===== src/rtl/adder_pkg.sv =====
// Shared constants and FSM state encoding for the bit-serial adder family.
package adder_pkg;

  localparam int ADDER_W = 8;

  typedef enum logic [1:0] {
    ST_IDLE = 2'd0,
    ST_RUN  = 2'd1,
    ST_DONE = 2'd2
  } state_t;

endpackage


===== src/rtl/full_adder.sv =====
// Combinational full adder assembled from two half-adder cells and an OR.
module full_adder (
  input  logic a,
  input  logic b,
  input  logic cin,
  output logic sum,
  output logic carry
);

  logic s0, c0, c1;

  half_adder u_ha0 (.a(a),  .b(b),   .sum(s0),  .carry(c0));
  half_adder u_ha1 (.a(s0), .b(cin), .sum(sum), .carry(c1));

  assign carry = c0 | c1;

endmodule


===== src/rtl/half_adder.sv =====
// Single-bit half-adder cell: the base arithmetic primitive of the datapath library.
module half_adder (
  input  logic a,
  input  logic b,
  output logic sum,
  output logic carry
);

  assign sum   = a ^ b;
  assign carry = a & b;

endmodule


===== src/rtl/serial_adder.sv =====
// Bit-serial W-bit adder, one bit per clock LSB first, valid/ready on both sides.
// Optional subtract mode (sub port) is enabled by defining SERIAL_ADDER_SUB_EN.
module serial_adder
  import adder_pkg::*;
#(
  parameter int W = ADDER_W
) (
  input  logic         clk,
  input  logic         rst_n,
  input  logic         in_valid,
  output logic         in_ready,
  input  logic [W-1:0] a,
  input  logic [W-1:0] b,
  input  logic         cin,
  output logic         out_valid,
  input  logic         out_ready,
  output logic [W-1:0] sum,
  output logic         carry
`ifdef SERIAL_ADDER_SUB_EN
  ,
  input  logic         sub
`endif
);

  // Handshake: a transfer happens on a rising edge where valid and ready are
  // both high; ready/valid here decode from state alone, never from the peer.
  localparam int            CW   = $clog2(W) + 1;
  localparam logic [CW-1:0] LAST = CW'(W - 1);

  state_t         state, state_nxt;
  logic [W-1:0]   a_sh, b_sh, sum_sh, sum_sh_nxt;
  logic [W-1:0]   b_load;
  logic           c_q, c_load;
  logic [CW-1:0]  cnt;
  logic           fa_s, fa_co;
  logic           accept, last_bit;

  full_adder u_fa (
    .a    (a_sh[0]),
    .b    (b_sh[0]),
    .cin  (c_q),
    .sum  (fa_s),
    .carry(fa_co)
  );

`ifdef SERIAL_ADDER_SUB_EN
  // Two's-complement subtract: a + ~b + 1, so carry=1 means no borrow.
  assign b_load = sub ? ~b : b;
  assign c_load = sub ? 1'b1 : cin;
`else
  assign b_load = b;
  assign c_load = cin;
`endif

  assign in_ready  = (state == ST_IDLE);
  assign out_valid = (state == ST_DONE);
  assign accept    = in_valid & in_ready;
  assign last_bit  = (state == ST_RUN) && (cnt == LAST);

  // New bit enters at the MSB; written as shift/OR so W=1 needs no empty slice.
  assign sum_sh_nxt = (sum_sh >> 1) | (W'(fa_s) << (W - 1));

  always_ff @(posedge clk or negedge rst_n) begin
    if (!rst_n) begin
      state <= ST_IDLE;
    end else begin
      state <= state_nxt;
    end
  end

  always_comb begin
    state_nxt = state;
    case (state)
      ST_IDLE: if (in_valid)  state_nxt = ST_RUN;
      ST_RUN:  if (last_bit)  state_nxt = ST_DONE;
      ST_DONE: if (out_ready) state_nxt = ST_IDLE;
      default:                state_nxt = ST_IDLE;
    endcase
  end

  always_ff @(posedge clk or negedge rst_n) begin
    if (!rst_n) begin
      a_sh   <= '0;
      b_sh   <= '0;
      sum_sh <= '0;
      c_q    <= 1'b0;
      cnt    <= '0;
      sum    <= '0;
      carry  <= 1'b0;
    end else if (accept) begin
      a_sh <= a;
      b_sh <= b_load;
      c_q  <= c_load;
      cnt  <= '0;
    end else if (state == ST_RUN) begin
      a_sh   <= a_sh >> 1;
      b_sh   <= b_sh >> 1;
      sum_sh <= sum_sh_nxt;
      c_q    <= fa_co;
      cnt    <= cnt + 1'b1;
      if (last_bit) begin
        sum   <= sum_sh_nxt;
        carry <= fa_co;
      end
    end
  end

endmodule


===== config.mk =====
export PLATFORM = sky130hd
export DESIGN_NAME = serial_adder
export DESIGN_NICKNAME = d
export VERILOG_FILES = /design/src/rtl/adder_pkg.sv /design/src/rtl/full_adder.sv /design/src/rtl/half_adder.sv /design/src/rtl/serial_adder.sv
export SDC_FILE = /design/constraint.sdc
export NUM_CORES = 1
export LEC_CHECK = 0
export BUFFER_PORTS_ARGS = -buffer_cell sky130_fd_sc_hd__buf_2
export CORE_MARGIN = 5
export CORE_UTILIZATION = 48
export CTS_CLUSTER_DIAMETER = 150
export DETAILED_ROUTE_END_ITERATION = 10
export PLACE_DENSITY = 0.78
export SYNTH_ARGS = -nofsm -noshare
export SYNTH_HDL_FRONTEND = slang
export SYNTH_SLANG_ARGS = --single-unit

===== constraint.sdc =====
create_clock -name clk -period 1.6 [get_ports clk]
set_input_delay 0.08 -clock clk [delete_from_list [all_inputs] [get_ports clk]]
set_output_delay 0.08 -clock clk [all_outputs]
set_load 0.05 [all_outputs]

==> out/metrics.cfg, run 1 <==
[status]
outcome = finished, final reports clean

[global_route]
globalRouteOverflowTotal = 0
antenna_found_initial = 0
grt_first_pass_wirelength_mm = 5.858
grt_max_degree = 27
grt_pass1_vias = 1334
grt_usage = 0.1685

[critical_path]
cp.required_ns = 1.82
worstReg2RegStart = cnt[0]$_DFFE_PN0P_
end_kind = register
cp-startpoint = cnt[0]$_DFFE_PN0P_
rr_worst_depth = 5
endpoint = sum[2]$_DFFE_PN0P_
crit_fanout = 9
critPathKind = reg2reg
critPathLaunchType = register
ff2ff_setup_slack_ns = 0.08
r2r_end = sum[2]$_DFFE_PN0P_
critPathArrivalTime_ns = 1.73

[min_path]
worst_hold_path_type = in2reg

[sta]
drv_slew = 0
period_needed_ns = 1.517
rsz0062_at_grt = no
finalCritPeriodShare = 0.9478
clock_skew_ns = 0.009864
tightestPinTransition_ns = 0.5202
max-slew-margin-rel = 0.6532
hold_viol_final = 0
tns_ns = 0
fmax_mhz = 659.4
setup_viol = 0

[detailed_routing]
vias = 1269
wl_mm = 3.306
dr.pass1.iters = 5
wl_per_cell_um = 12.96
drtIter0Drc = 72
route.detailed.drc = 0
drtAntennaViolNets = 0
vias_per_cell = 4.976

[cells_and_area]
area_growth_syn_to_layout_pct = 32.38
design_area_mm2 = 0.002148
final_common_cell = nand2_1
diodes = 0
fin_cells = 255
nNetsFinal = 232
drive_gt1_frac = 0.2775
layout_common_cells = nand2_1, dfrtp_1, buf_2

[cts]
cts_tree = built
cts_resized = 0
cts-root-buf = clkbuf_4
clock_latency_ns = 0.33
cts.clk_slew.worst_paths_ns = 0.11
numClockSinks = 39
h-tree-depth = 2
numCtsBuffers = 5
clk_path_buf_depth = 2

[synthesis]
avgSynthCellArea_um2 = 10.68
ys_ff_latch = 39
syn-num-nets = 175
syn_inst = 152
ys_types = 23
yosysSeqAreaShare = 0.6014
syn-cell-area_mm2 = 0.001623
yosys_warnings = 0

[placed_design]
dpl.hpwl_mm = 2.262
placedCellCount = 230
gp_congestion = 0.7341
dpl_cell_area_mm2 = 0.001897
port_buffers = 31

[power_and_ir_drop]
ir_drop_uv = 816.2
power_density_mw_per_mm2 = 1867
leakage_nw = 1.118

[die]
rows = 21
io_pins = 32
core_mm2 = 0.003311
dieArea_mm2 = 0.004644
die_y_um = 68.15
die_w_um = 68.15
start_util = 0.4902

[run]
cap_violations = 0

[worst min path at each step]
stage / start / end / slack, ns / cells after the start
finish: out_ready / state[1]$_DFFE_PN0P_ / 0.01 / 3
global route: out_ready / state[1]$_DFFE_PN0P_ / 0.02 / 3
CTS: out_ready / state[1]$_DFFE_PN0P_ / 0.001 / 3
detailed placement: rst_n / sum_sh[2]$_DFFE_PN0P_ / 0.09 / 1
global placement: rst_n / sum_sh[1]$_DFFE_PN0P_ / 0.07 / 1
floorplan: rst_n / a_sh[0]$_DFFE_PN0P_ / -0.22 / 0
[logic make-up after synthesis]
kind of cell	share of synthesized area
AND/OR/NAND/NOR	0.1928
flip-flops	0.6014
AO/OA/AOI/OAI	0.09715
buffers and inverters	0.02004
adder cells (fa/ha/maj)	0.02005
multiplexers	0.06862
[final cells by class]
cell class | count | area (um^2)
inverter | 1 | 3.754
tap | 46 | 57.56
multi-input combinational | 106 | 614.3
clock inverter | 1 | 30.03
fill | 268 | 1162
timing repair buffer | 56 | 425.4
sequential | 39 | 975.9
clock buffer | 6 | 41.29
[Yosys cell counts, drive strengths merged]
| cell type | n | area (um^2) |
|---|---|---|
| a21o | 1 | 7.510 |
| a21oi | 1 | 5.000 |
| a22oi | 15 | 112.6 |
| buf | 5 | 25.02 |
| clkbuf | 1 | 3.750 |
| dfrtp | 39 | 975.9 |
| fa | 1 | 20.02 |
| ha | 1 | 12.51 |
| inv | 1 | 3.750 |
| mux2 | 9 | 101.4 |
| mux2i | 1 | 10.01 |
| nand2 | 61 | 229.0 |
| nand2b | 1 | 8.760 |
| nand3 | 3 | 15.01 |
| nand4 | 1 | 6.260 |
| nor2 | 1 | 3.750 |
| nor2b | 2 | 12.51 |
| nor3 | 1 | 16.27 |
| nor3b | 1 | 12.51 |
| o21ai | 3 | 15.01 |
| o21ba | 1 | 10.01 |
| o21bai | 1 | 7.510 |
| or3b | 1 | 8.760 |
[worst max-delay path, cell delays in order, from the launching register on]
cell and delay, ns:
dfrtp_1 0.41, ha_1 0.21, nand2_1 0.11, nor3_4 0.18, buf_12 0.16, mux2_2 0.33
[metrics by stage]
| stage | setup WS [ns] | hold slack [ns] | power [mW] | utilization |
|---|---|---|---|---|
| 3_5_place_dp | 0.1084 | 0.08854 | 3.409 | 0.5729 |
| 5_1_grt | 0.01844 | 0.01889 | 4.336 | 0.6489 |
| 3_3_place_gp | 0.1848 | 0.06985 | 3.315 | 0.5729 |
| 6_report | 0.08344 | 0.01451 | 4.012 | 0.6489 |
| 4_1_cts | 0.08052 | 0.001307 | 4.059 | 0.6489 |
| 2_1_floorplan | 0.1219 | -0.2156 | 2.887 | - |
[flip-flops by register name, summed over array words and instances, names as in the netlist]
name    count
a_sh        8
b_sh        8
c_q         1
carry       1
cnt         4
state       2
sum         8
sum_sh      7
[what timing repair did]
| action | 4_1_cts | 5_1_grt |
|---|---|---|
| buffers inserted | 0 | 0 |
| hold buffers | 18 | 0 |
| endpoints found under the hold margin | 39 | 0 |
[power by group]
part / switching, mW / internal, mW
clock network: 0.290 / 0.322
logic: 1.08 / 0.662
registers: 0.266 / 1.40
total: 1.63 / 2.38
[routing by layer]
metal  routed length [um]  up-vias  share of wire  global-route usage
li1                     -      623              -                   -
met1                 1346      598           0.41              0.2002
met3                  174        4          0.053             0.04598
met5                    0        -              0                   0
met2                 1742       44           0.53              0.2936
met4                   43        0          0.013             0.05459
Power figures use the tool's default switching activity.
==> run 2, diff against run 1 <==
- CORE_UTILIZATION: 48 -> 53
- PLACE_DENSITY: 0.78 -> 0.81
- SETUP_SLACK_MARGIN: not set -> 0.2
- clock period: 1.6 -> 1.4 ns (I/O delays scaled with it)
==> run 2 against run 1 <==
Against the previous run:
- the run now ends with negative setup slack left
- sequential power up 19%
- die area down 8.1%
- hold slack improved by 0.11 ns
- via count up 24%
- sequential share of layout area decreased by 9.0 points
- design area grew 25%
- clock skew decreased by 0.0044 ns
- first-iteration DRC count grew 17%
- register-to-register slack worse by 0.18 ns
- final cell count grew 5.1%
==> out/metrics.cfg, run 2 (synthesized netlist as in run 1, its figures left out) <==
[critical_path]
r2r_end = carry$_DFFE_PN0P_  ; was sum[2]$_DFFE_PN0P_
ff2ff_setup_slack_ns = -0.1  ; was 0.08 ns
end_kind = register  ; unchanged
endpoint = carry$_DFFE_PN0P_  ; was sum[2]$_DFFE_PN0P_
critPathLaunchType = register  ; unchanged
cp-startpoint = cnt[1]$_DFFE_PN0P_  ; was cnt[0]$_DFFE_PN0P_
critPathArrivalTime_ns = 1.74  ; was 1.73 ns
cp.required_ns = 1.64  ; was 1.82 ns
rr_worst_depth = 6  ; was 5
crit_fanout = 5  ; was 9
worstReg2RegStart = cnt[1]$_DFFE_PN0P_  ; was cnt[0]$_DFFE_PN0P_
critPathKind = reg2reg  ; unchanged

[min_path]
hold_depth = 3  ; unchanged
worst_hold_path_type = in2reg  ; unchanged

[sta]
rsz0062_at_grt = yes  ; was no
max-slew-margin-rel = 0.6577  ; was 0.6532
clock_skew_ns = 0.005471  ; was 0.009864 ns
tns_ns = -0.8985  ; was 0 ns
setup_ws_ns = -0.09923  ; was 0.08344 ns
drv_slew = 0  ; unchanged
finalCritPeriodShare = 1.071  ; was 0.9478
whs_ns = 0.1225  ; was 0.01451 ns
setup_viol = 11  ; was 0
tightestPinTransition_ns = 0.5135  ; was 0.5202 ns
hold_viol_final = 0  ; unchanged
period_needed_ns = 1.499  ; was 1.517 ns
fmax_mhz = 667.0  ; was 659.4 MHz

[cells_and_area]
fill_cells = 110  ; was 268
area_growth_syn_to_layout_pct = 65.38  ; was 32.38%
layout_common_cells = nand2_1, dfrtp_1, buf_2  ; unchanged
nNetsFinal = 256  ; was 232
final_common_cell = nand2_1  ; unchanged
fin_util = 0.8938  ; was 0.6489
drive_gt1_frac = 0.5128  ; was 0.2775
design_area_mm2 = 0.002684  ; was 0.002148 mm^2
fin_cells = 268  ; was 255
reg_top3 = a_sh (8), b_sh (8), sum (8)  ; unchanged

[detailed_routing]
drtAntennaViolNets = 0  ; unchanged
vias = 1568  ; was 1,269
route.detailed.drc = 0  ; unchanged
wl_mm = 5.401  ; was 3.306 mm
dr.pass1.iters = 4  ; was 5
wl_per_cell_um = 20.15  ; was 12.96 um
vias_per_cell = 5.851  ; was 4.976
drtIter0Drc = 84  ; was 72

[placed_design]
gp_congestion = 0.7540  ; was 0.7341
dpl_cell_area_mm2 = 0.001964  ; was 0.001897 mm^2
placedCellCount = 220  ; was 230
dpl.hpwl_mm = 2.317  ; was 2.262 mm
port_buffers = 31  ; unchanged

[cts]
h-tree-depth = 2  ; unchanged
clk_path_buf_depth = 2  ; unchanged
numCtsBuffers = 5  ; unchanged
clock_latency_ns = 0.35  ; was 0.33 ns
cts.clk_slew.worst_paths_ns = 0.11  ; about the same
numClockSinks = 39  ; unchanged
cts_tree = built  ; unchanged
cts-root-buf = clkbuf_4  ; unchanged

[die]
rows = 20  ; was 21
start_util = 0.5404  ; was 0.4902
io_pins = 32  ; unchanged
die_w_um = 65.34  ; was 68.15 um
die_y_um = 65.34  ; was 68.15 um
dieArea_mm2 = 0.004269  ; was 0.004644 mm^2
core_mm2 = 0.003003  ; was 0.003311 mm^2

[global_route]
grt_first_pass_wirelength_mm = 7.320  ; was 5.858 mm
globalRouteOverflowTotal = 0  ; unchanged
grt_usage = 0.2326  ; was 0.1685
grt_max_degree = 24  ; was 27
grt_pass1_vias = 1556  ; was 1,334
antenna_found_initial = 1  ; was 0

[status]
outcome = finished, violations left  ; was finished, final reports clean
violations = negative setup slack

[power_and_ir_drop]
ir_drop_uv = 1256  ; was 816.2 uV
leakage_nw = 1.354  ; was 1.118 nW
power_density_mw_per_mm2 = 2275  ; was 1867 mW/mm^2

[run]
cap_violations = 0  ; unchanged

## run 2: cell count changes in the layout (fill, tap and decap cells not counted), sizes merged
cell	before	now
buf	38	60
bufinv	1	0
clkbuf	6	8
diode	0	1
o21bai	1	3
## run 2: worst min path at each step
stage	to	from	slack [ns]
5_1_grt	state[1]$_DFFE_PN0P_	out_ready	0.07
4_1_cts	state[1]$_DFFE_PN0P_	out_ready	0.02
6_report	state[1]$_DFFE_PN0P_	out_ready	0.12
2_1_floorplan	a_sh[0]$_DFFE_PN0P_	rst_n	-0.23
3_5_place_dp	sum[1]$_DFFE_PN0P_	rst_n	0.06
3_3_place_gp	sum[0]$_DFFE_PN0P_	rst_n	0.05
## run 2: per-layer routing
metal | GRT usage | share of wire | up-vias
li1 | - | - | 681
met1 | 0.2480 | 0.35 | 769
met2 | 0.4374 | 0.53 | 90
met3 | 0.04103 | 0.062 | 28
met4 | 0.1114 | 0.056 | 0
met5 | 0 | 0 | -
## run 2: worst max-delay path, cell delays in order (launching register included)
cell and delay [ns]:
dfrtp_1 0.38, ha_2 0.21, nand2_2 0.08, nor3_4 0.20
buf_6 0.13, buf_12 0.11, mux2_4 0.30
## run 2: power by group
group          switching (mW)  internal [mW]  total, mW
combinational            1.87           1.60       3.47
clock                   0.364          0.296      0.660
sequential              0.382           1.60       1.98
## run 2: final cells by class
class / instances / area [um^2] / share of cell area
sequential: 39 / 977.2 / 0.3641
multi-input combinational: 108 / 872.1 / 0.3249
timing repair buffer: 78 / 718.2 / 0.2676
clock buffer: 8 / 68.82 / 0.02564
tap: 33 / 41.29 / 0.01538
inverter: 1 / 3.754 / 0.001399
antenna: 1 / 2.502 / 0.0009324
## run 2: metrics by stage
stage,total power [mW],worst slack [ns]
2_1_floorplan,3.543,-0.07643
3_3_place_gp,3.986,-0.2316
3_5_place_dp,4.107,-0.2916
4_1_cts,5.441,-0.09669
5_1_grt,6.400,-0.1498
6_report,6.106,-0.09923
## run 2: what timing repair did
action,CTS,global route
resized for setup,35,27
endpoints found under the setup margin,41,39
hold endpoints to repair,39,0
pin swaps,14,25
buffers inserted,10,6
hold buffers,18,0
cloned,3,2
